`src/rtl/dsp_pkg.sv`:
```
// Shared constants and sample types for the audio DSP chain and the codec serial ports.
package dsp_pkg;

  localparam int WS          = 16;
  localparam int BCLK_HALF   = 6;
  localparam int FRAME_SLOTS = 2 * WS;

  typedef struct packed {
    logic [WS-1:0] left;
    logic [WS-1:0] right;
  } stereo_t;

endpackage

```
`src/rtl/dsp_bclk_gen.sv`:
```
// Bit-clock divider: toggles bclk_o every HALF clocks and flags the edge on which it will rise or fall.
module dsp_bclk_gen
  import dsp_pkg::*;
#(
  parameter int HALF = BCLK_HALF
) (
  input  logic clk_i,
  input  logic rst_i,
  output logic bclk_o,
  output logic rise_o,
  output logic fall_o
);

  localparam int CW = (HALF > 1) ? $clog2(HALF) : 1;
  localparam logic [CW-1:0] CNT_LAST = CW'(HALF - 1);

  logic [CW-1:0] cnt_q, cnt_d;
  logic          bclk_q, bclk_d;
  logic          wrap;

  always_comb begin
    wrap   = (cnt_q == CNT_LAST);
    cnt_d  = wrap ? '0 : cnt_q + CW'(1);
    bclk_d = wrap ? ~bclk_q : bclk_q;
  end

  always_ff @(posedge clk_i or posedge rst_i) begin
    if (rst_i) begin
      cnt_q  <= '0;
      bclk_q <= 1'b0;
    end else begin
      cnt_q  <= cnt_d;
      bclk_q <= bclk_d;
    end
  end

  // Strobes mark the cycle whose closing edge changes bclk, so users update in step with it.
  assign bclk_o = bclk_q;
  assign rise_o = wrap & ~bclk_q;
  assign fall_o = wrap & bclk_q;

endmodule

```
`src/rtl/dsp_i2s_dac_tx.sv`:
```
// I2S transmitter to the codec DAC: one-deep sample holding register, frame loader and serializer.
module dsp_i2s_dac_tx
  import dsp_pkg::*;
#(
  parameter int ws       = WS,
  parameter int bclkHalf = BCLK_HALF
) (
  input  logic          iCLK,
  input  logic          iRST,
  input  logic [ws-1:0] iLeft,
  input  logic [ws-1:0] iRight,
  input  logic          iValid,
  output logic          oReady,
  output logic          oBCLK,
  output logic          oLRCK,
  output logic          oDAT,
  output logic          oFrame,
  output logic          oUnderrun
);

  localparam int SLOTS = 2 * ws;
  localparam int SW    = $clog2(SLOTS);
  localparam logic [SW-1:0] LAST_SLOT  = SW'(SLOTS - 1);
  localparam logic [SW-1:0] RIGHT_SLOT = SW'(ws);

  logic bclk_fall, bclk_rise_unused;

  dsp_bclk_gen #(.HALF(bclkHalf)) u_bclk (
    .clk_i  (iCLK),
    .rst_i  (iRST),
    .bclk_o (oBCLK),
    .rise_o (bclk_rise_unused),
    .fall_o (bclk_fall)
  );

  logic [SW-1:0]    slot_q, slot_d;
  logic             lrck_q, lrck_d;
  logic             dat_q, dat_d;
  logic             frame_q, frame_d;
  logic             under_q, under_d;
  logic             full_q, full_d;
  logic [SLOTS-1:0] hold_q, hold_d;
  logic [SLOTS-1:0] word_q, word_d;
  logic [SLOTS-1:0] shift_q, shift_d;
  logic             frame_load, accept;

  always_comb begin
    slot_d  = slot_q;
    lrck_d  = lrck_q;
    dat_d   = dat_q;
    frame_d = 1'b0;
    under_d = 1'b0;
    full_d  = full_q;
    hold_d  = hold_q;
    word_d  = word_q;
    shift_d = shift_q;

    frame_load = bclk_fall && (slot_q == LAST_SLOT);
    // A pair offered on the load edge with an empty holding register goes straight to the wire.
    accept     = iValid && !full_q && !frame_load;

    if (accept) begin
      hold_d = {iLeft, iRight};
      full_d = 1'b1;
    end

    if (bclk_fall) begin
      slot_d = frame_load ? '0 : slot_q + SW'(1);
      lrck_d = (slot_d >= RIGHT_SLOT);
      if (frame_load) begin
        frame_d = 1'b1;
        dat_d   = word_q[0];
        if (full_q) begin
          word_d = hold_q;
          full_d = 1'b0;
        end else if (iValid) begin
          word_d = {iLeft, iRight};
        end else begin
          under_d = 1'b1;
        end
        shift_d = word_d;
      end else begin
        dat_d   = shift_q[SLOTS-1];
        shift_d = {shift_q[SLOTS-2:0], 1'b0};
      end
    end
  end

  always_ff @(posedge iCLK or posedge iRST) begin
    if (iRST) begin
      slot_q  <= LAST_SLOT;
      lrck_q  <= 1'b1;
      dat_q   <= 1'b0;
      frame_q <= 1'b0;
      under_q <= 1'b0;
      full_q  <= 1'b0;
      hold_q  <= '0;
      word_q  <= '0;
      shift_q <= '0;
    end else begin
      slot_q  <= slot_d;
      lrck_q  <= lrck_d;
      dat_q   <= dat_d;
      frame_q <= frame_d;
      under_q <= under_d;
      full_q  <= full_d;
      hold_q  <= hold_d;
      word_q  <= word_d;
      shift_q <= shift_d;
    end
  end

  assign oReady    = ~full_q;
  assign oLRCK     = lrck_q;
  assign oDAT      = dat_q;
  assign oFrame    = frame_q;
  assign oUnderrun = under_q;

endmodule

```
`config.mk`:
```
export PLATFORM = sky130hd
export DESIGN_NAME = dsp_i2s_dac_tx
export DESIGN_NICKNAME = d
export VERILOG_FILES = /design/src/rtl/dsp_pkg.sv /design/src/rtl/dsp_bclk_gen.sv /design/src/rtl/dsp_i2s_dac_tx.sv
export SDC_FILE = /design/constraint.sdc
export NUM_CORES = 1
export LEC_CHECK = 0
export BUFFER_PORTS_ARGS = -buffer_cell sky130_fd_sc_hd__buf_2
export CAP_MARGIN = 20
export CELL_PAD_IN_SITES_DETAIL_PLACEMENT = 2
export CELL_PAD_IN_SITES_GLOBAL_PLACEMENT = 2
export CORE_MARGIN = 1
export CORE_UTILIZATION = 40
export CTS_CLUSTER_SIZE = 12
export DETAILED_ROUTE_END_ITERATION = 16
export GPL_ROUTABILITY_DRIVEN = 0
export PLACE_DENSITY_LB_ADDON = 0.1
export SETUP_SLACK_MARGIN = 0.5
export SLEW_MARGIN = 20
export SYNTH_ARGS = -nofsm -noshare
export SYNTH_HDL_FRONTEND = slang
export SYNTH_SLANG_ARGS = --single-unit
```
`constraint.sdc`:
```
create_clock -name iCLK -period 4.6 [get_ports iCLK]
set_input_delay 0.69 -clock iCLK [delete_from_list [all_inputs] [get_ports iCLK]]
set_output_delay 0.69 -clock iCLK [all_outputs]
set_load 0.005 [all_outputs]
```
# Word-level counts from Yosys, hierarchy flattened
# Index checks and enable logic that the tools add are counted.
[word_totals]
reg_bits = 110
in_bits = 35
elab_cells = 41
[op_classes]
add_sub_neg = 2
magnitude_cmp = 1
n_eq_ne = 2
mux = 16
bitwise_logic = 3
reduce_logical = 6
[op_table]
columns = ["cell", "count"]
rows = [
  ["$mux 32", 3],
  ["$mux 1", 11],
  ["$add 5x1->5 const B", 1],
  ["$eq 5x5->1 const B", 1],
  ["$ge 5x5->1 const B", 1],
  ["$mux 5", 1],
  ["$add 3x1->3 const B", 1],
  ["$eq 3x3->1 const B", 1],
  ["$logic_and 1x1->1", 3],
  ["$mux 3", 1],
  ["$logic_not 1->1", 2],
  ["$not 1->1", 2],
  ["$reduce_and 2->1", 1],
  ["$and 1x1->1", 1],
]

# Longest topological paths before layout
[depth]
ltp_word = 9
ltp_mapped = 9
mapped_depth_nobuf = 6

# By module
# From an unflattened synthesis, not the netlist that was laid out.
[unflattened]
cells_unflattened = 465
area_unflattened_um2 = 5227.5
[modules_own_cells]
columns = ["mod", "n_inst", "cells_each", "area_per_inst_um2"]
rows = [
  ["dsp_i2s_dac_tx", 1, 450, 5063.6],
  ["dsp_bclk_gen", 1, 15, 163.9],
]

# Least setup slack after synthesis
# Ideal clock, no wire load.
[synth_timing]
kind = "reg-to-reg"
startpoint = "reg slot_q[0]"
endpoint = "reg shift_q[5]"
arrival_ns = 1.915
setup_slack_ns = 2.550
path_stages_with_launch = 10
period_less_slack_ns = 2.050
path_cell_list = "dfstp_2 ha_1 and3_1 ha_1 buf_2 inv_1 buf_2 buf_1 a221oi_1 o21ai_0"
[synth_between]
elab_chain_len = 3
[synth_lines]
columns = ["element", "line_no", "rtl"]
rows = [
  ["start, declared", "dsp_i2s_dac_tx.sv:36", "logic [SW-1:0] slot_q, slot_d;"],
  ["start signal, assigned", "dsp_i2s_dac_tx.sv:101", "slot_q <= slot_d;"],
  ["$eq 5x5->1", "dsp_i2s_dac_tx.sv:58", "frame_load = bclk_fall && (slot_q == LAST_SLOT);"],
  ["$logic_and 1x1->1", "dsp_i2s_dac_tx.sv:58", ""],
  ["$mux 32", "dsp_i2s_dac_tx.sv:70", "if (frame_load) begin"],
  ["end signal, assigned", "dsp_i2s_dac_tx.sv:109", "shift_q <= shift_d;"],
  ["end, declared", "dsp_i2s_dac_tx.sv:44", "logic [SLOTS-1:0] shift_q, shift_d;"],
]
# No other way between the ends.
# A chain may end at the register's enable or synchronous reset.

# Worst setup path after layout
[layout_timing]
startpoint = "reg slot_q[0]"
endpoint = "reg hold_q[22]"
[layout_between]
elab_chain_len = 4
[layout_lines]
columns = ["element", "line_no", "rtl"]
rows = [
  ["$eq 5x5->1", "dsp_i2s_dac_tx.sv:58", ""],
  ["$logic_and 1x1->1", "dsp_i2s_dac_tx.sv:58", ""],
  ["$logic_not 1->1", "dsp_i2s_dac_tx.sv:60", "accept = iValid && !full_q && !frame_load;"],
  ["$logic_and 1x1->1", "dsp_i2s_dac_tx.sv:60", ""],
  ["end signal, assigned", "dsp_i2s_dac_tx.sv:107", "hold_q <= hold_d;"],
  ["end, declared", "dsp_i2s_dac_tx.sv:42", "logic [SLOTS-1:0] hold_q, hold_d;"],
]
# No other way between the ends.

==> metrics <==
post-layout minimum cycle time about 2.8 ns; pin count of the biggest net entering global routing 102; Hold Crit Class primary input to async pin; multi-input logic area about 2500 sq um; mux contribution to synthesized area a little over a fifth; synthesis-to-finish area growth 11.11%; yosys warns 0; Setup TNS 0 ns; slew margin rel. between 30% and 40%; compound-cell area share of the yosys netlist around 15%; post-synth top area share about half; Final Slew Violations 0; Startpoint Class flop; Routed Antenna Nets 0; DP HPWL between 8 and 9 mm; Achievable Freq 352.1 MHz; Worst-Margin Slew about 0.96 ns; Worst Path Arrival around 3 ns; die footprint between 10000 and 15000 sq um; CTS HTree Levels 3; Clock Tree Root clkbuf_16; drt first pass iters 4; Max Cap Viol 0; Synth Area per Inst 11.26 sq um; leakage power between 2 and 3 nW; core area approximately 13000 sq um; syn nets 518; CP endpoint hold_q[22]$_DFFE_PP0P_; CP Launch Point slot_q[0]$_DFFE_PP1P_; total CTS buffers 9; Tot Pwr between 1.5 and 2 mW; number of cell rows 42; die width approximately 120 microns; RSZ-0062 raised after global routing false; clk buf depth 2; synth top area cells dfrtp_1, o21ai_0, mux2_4; Starting Density 40.90%; initial DRC count 219; via count slightly below 4000; number of diodes 0; Yosys reg bits 109; critical path's top delay family compound AO/OA/AOI/OAI gates; Buf/Inv on CP 1; largest family of logic cells by synthesized area multiplexers; r2r setup slk around 1.8 ns; critical path depth 6; status finished, final reports clean; critical path class flop to flop; post-CTS resize count 0; Filler Cells Inserted roughly 1400; global-route wire length before repair between 20 and 25 mm; Worst path most repeated cell ha_1; WL/cell 21.08 microns; Max VDD drop between 0.15 and 0.2 mV; post-synthesis async set-or-reset flop share 100.0%; synth cell count leaders dfrtp_1, o21ai_0, nand2_1; CTS sink cnt approximately 110; Total GRT Usage a little under a quarter; adder-cell share of the synthesized area 0.4620%; Die H between 100 and 150 microns; post-synth top area cell dfrtp_1; Final setup viols 0; Final Non-Filler Cells about 680; cells after synthesis 481; # DRC 0; Tcrit/Tclk final roughly three fifths; fraction of layout cells with a size suffix above 1 between 20 and 30%; number of buffers added on ports 40; Place WS 1.732 ns; worst r2r dst hold_q[22]$_DFFE_PP0P_; CTS tree built; crit end category flop; hold_ws between 0.4 and 0.5 ns; Final nets roughly 540; I/O pins 41; most numerous cell in the Yosys netlist dfrtp_1; DR vias/cell between 5 and 6; number of flops mapped to enable cells by yosys 0; CTS clock-pin slew for the worst setup and hold paths ~0.07 ns; vias in the first global route roughly 4500; Cell Area, Synth roughly 5400 sq um; clock skew approximately 0.0075 ns; clock latency on the worst-skew pair roughly 0.36 ns; RR Startpoint slot_q[0]$_DFFE_PP1P_; final WL roughly 14 mm; Data required, critical path about 4.8 ns; Setup WS post-layout about 1.8 ns; post-synthesis sequential area ratio between 50% and 60%; post-CTS setup repair buffer count 0; crit path cell chain ha_1, and3_1, ha_1, inv_2, o211a_4, mux2_2; Cell Pwr Density about 310 nW/um^2; R2R depth 6; Slowest Stage Delay on Critical Path approximately 0.75 ns; maximum fanout along the worst path 39; Synth cell types 33; grt total ovfl 0; XOR/XNOR Fraction of Synth Area less than 1%; cell total after placement 666; Hold-fix buffers, CTS 0; antenna violations before repair 0; simple-gate area share of the yosys netlist about 8.4%; Slowest-stage cell, CP o211a_4; final hold viol count 0; Synth Flop Type dfrtp_1; register area approximately 2700 sq um
-- flip-flops by register name, indices dropped and copies added, names as in the netlist --
name	count
hold_q	32
shift_q	32
word_q	32
slot_q	5
u_bclk.cnt_q	3
full_q	1
oDAT	1
oFrame	1
oUnderrun	1
u_bclk.bclk_o	1
-- kinds of logic (layout without fill, tap and decap cells) --
logic type / after synthesis / in the layout
DFF: 109 / 109
adders and majority gates: 2 / 2
muxes: 98 / 98
and+or+nand+nor: 90 / 90
AOI/OAI and AO/OA: 134 / 134
xor gates and xnor gates: 1 / 1
buffers and inverters: 47 / 72
-- placed cells by master (no fill, tap or decap), drive strengths merged, types with 4 or more instances in the layout --
master,netlist,final
clkbuf,28,13
mux2i,33,33
and3,31,31
nor2,5,5
buf,14,51
dfrtp,104,104
nand3,4,4
dfstp,5,5
nand2,42,42
o21ai,97,97
inv,5,5
a221oi,30,30
mux2,65,65
-- layout make-up --
class / count / share of cell area [%]
inverter: 5 / 0.3534
clock buffer: 13 / 4.324
clock inverter: 3 / 0.3326
multi-input combinational: 325 / 41.21
tap: 176 / 3.659
timing repair buffer: 51 / 4.699
sequential: 109 / 45.43
-- worst reg2reg max path: cells and delay by family (launching register included) --
family                   cells  cell delay [ns]
adder cells (fa/ha/maj)      2             0.42
multiplexers                 1             0.42
buffers and inverters        1             0.54
flip-flops                   1             0.39
AO/OA/AOI/OAI                1             0.76
AND/OR/NAND/NOR              1             0.20
-- routing by layer --
metal,GRT usage (%),vias to the layer above,routed length (microns)
met4,6.651,0,212
met1,28.88,2090,6549
met5,0,-,0
li1,-,1796,-
met2,38.60,52,7270
met3,4.199,14,345
-- where the power goes --
group,switching (mW),internal [mW]
Sequential,0.0202,0.982
Combinational,0.0583,0.0656
Clock,0.362,0.397
Total,0.441,1.45
-- worst min path at each step --
stage                            startpoint  depth (start not counted)  slack (ns)                      end
global route                           iRST                          2        0.49   hold_q[21]$_DFFE_PP0P_
CTS                                    iRST                          2        0.46   hold_q[20]$_DFFE_PP0P_
detailed placement  shift_q[15]$_DFFE_PP0P_                          2        0.47  shift_q[15]$_DFFE_PP0P_
global placement      slot_q[1]$_DFFE_PP1P_                          2        0.46    slot_q[1]$_DFFE_PP1P_
floorplan             slot_q[1]$_DFFE_PP1P_                          2        0.45    slot_q[1]$_DFFE_PP1P_
finish                                 iRST                          2        0.44   hold_q[19]$_DFFE_PP0P_
-- through the flow --
step	instance area (sq um)	util, %
after detailed placement	5738	43.33
after global routing	6018	45.45
final	6018	45.45
after global placement	5738	43.33
after CTS	6018	45.45
after floorplan	5416	-
(Power assumes the default switching activity.)
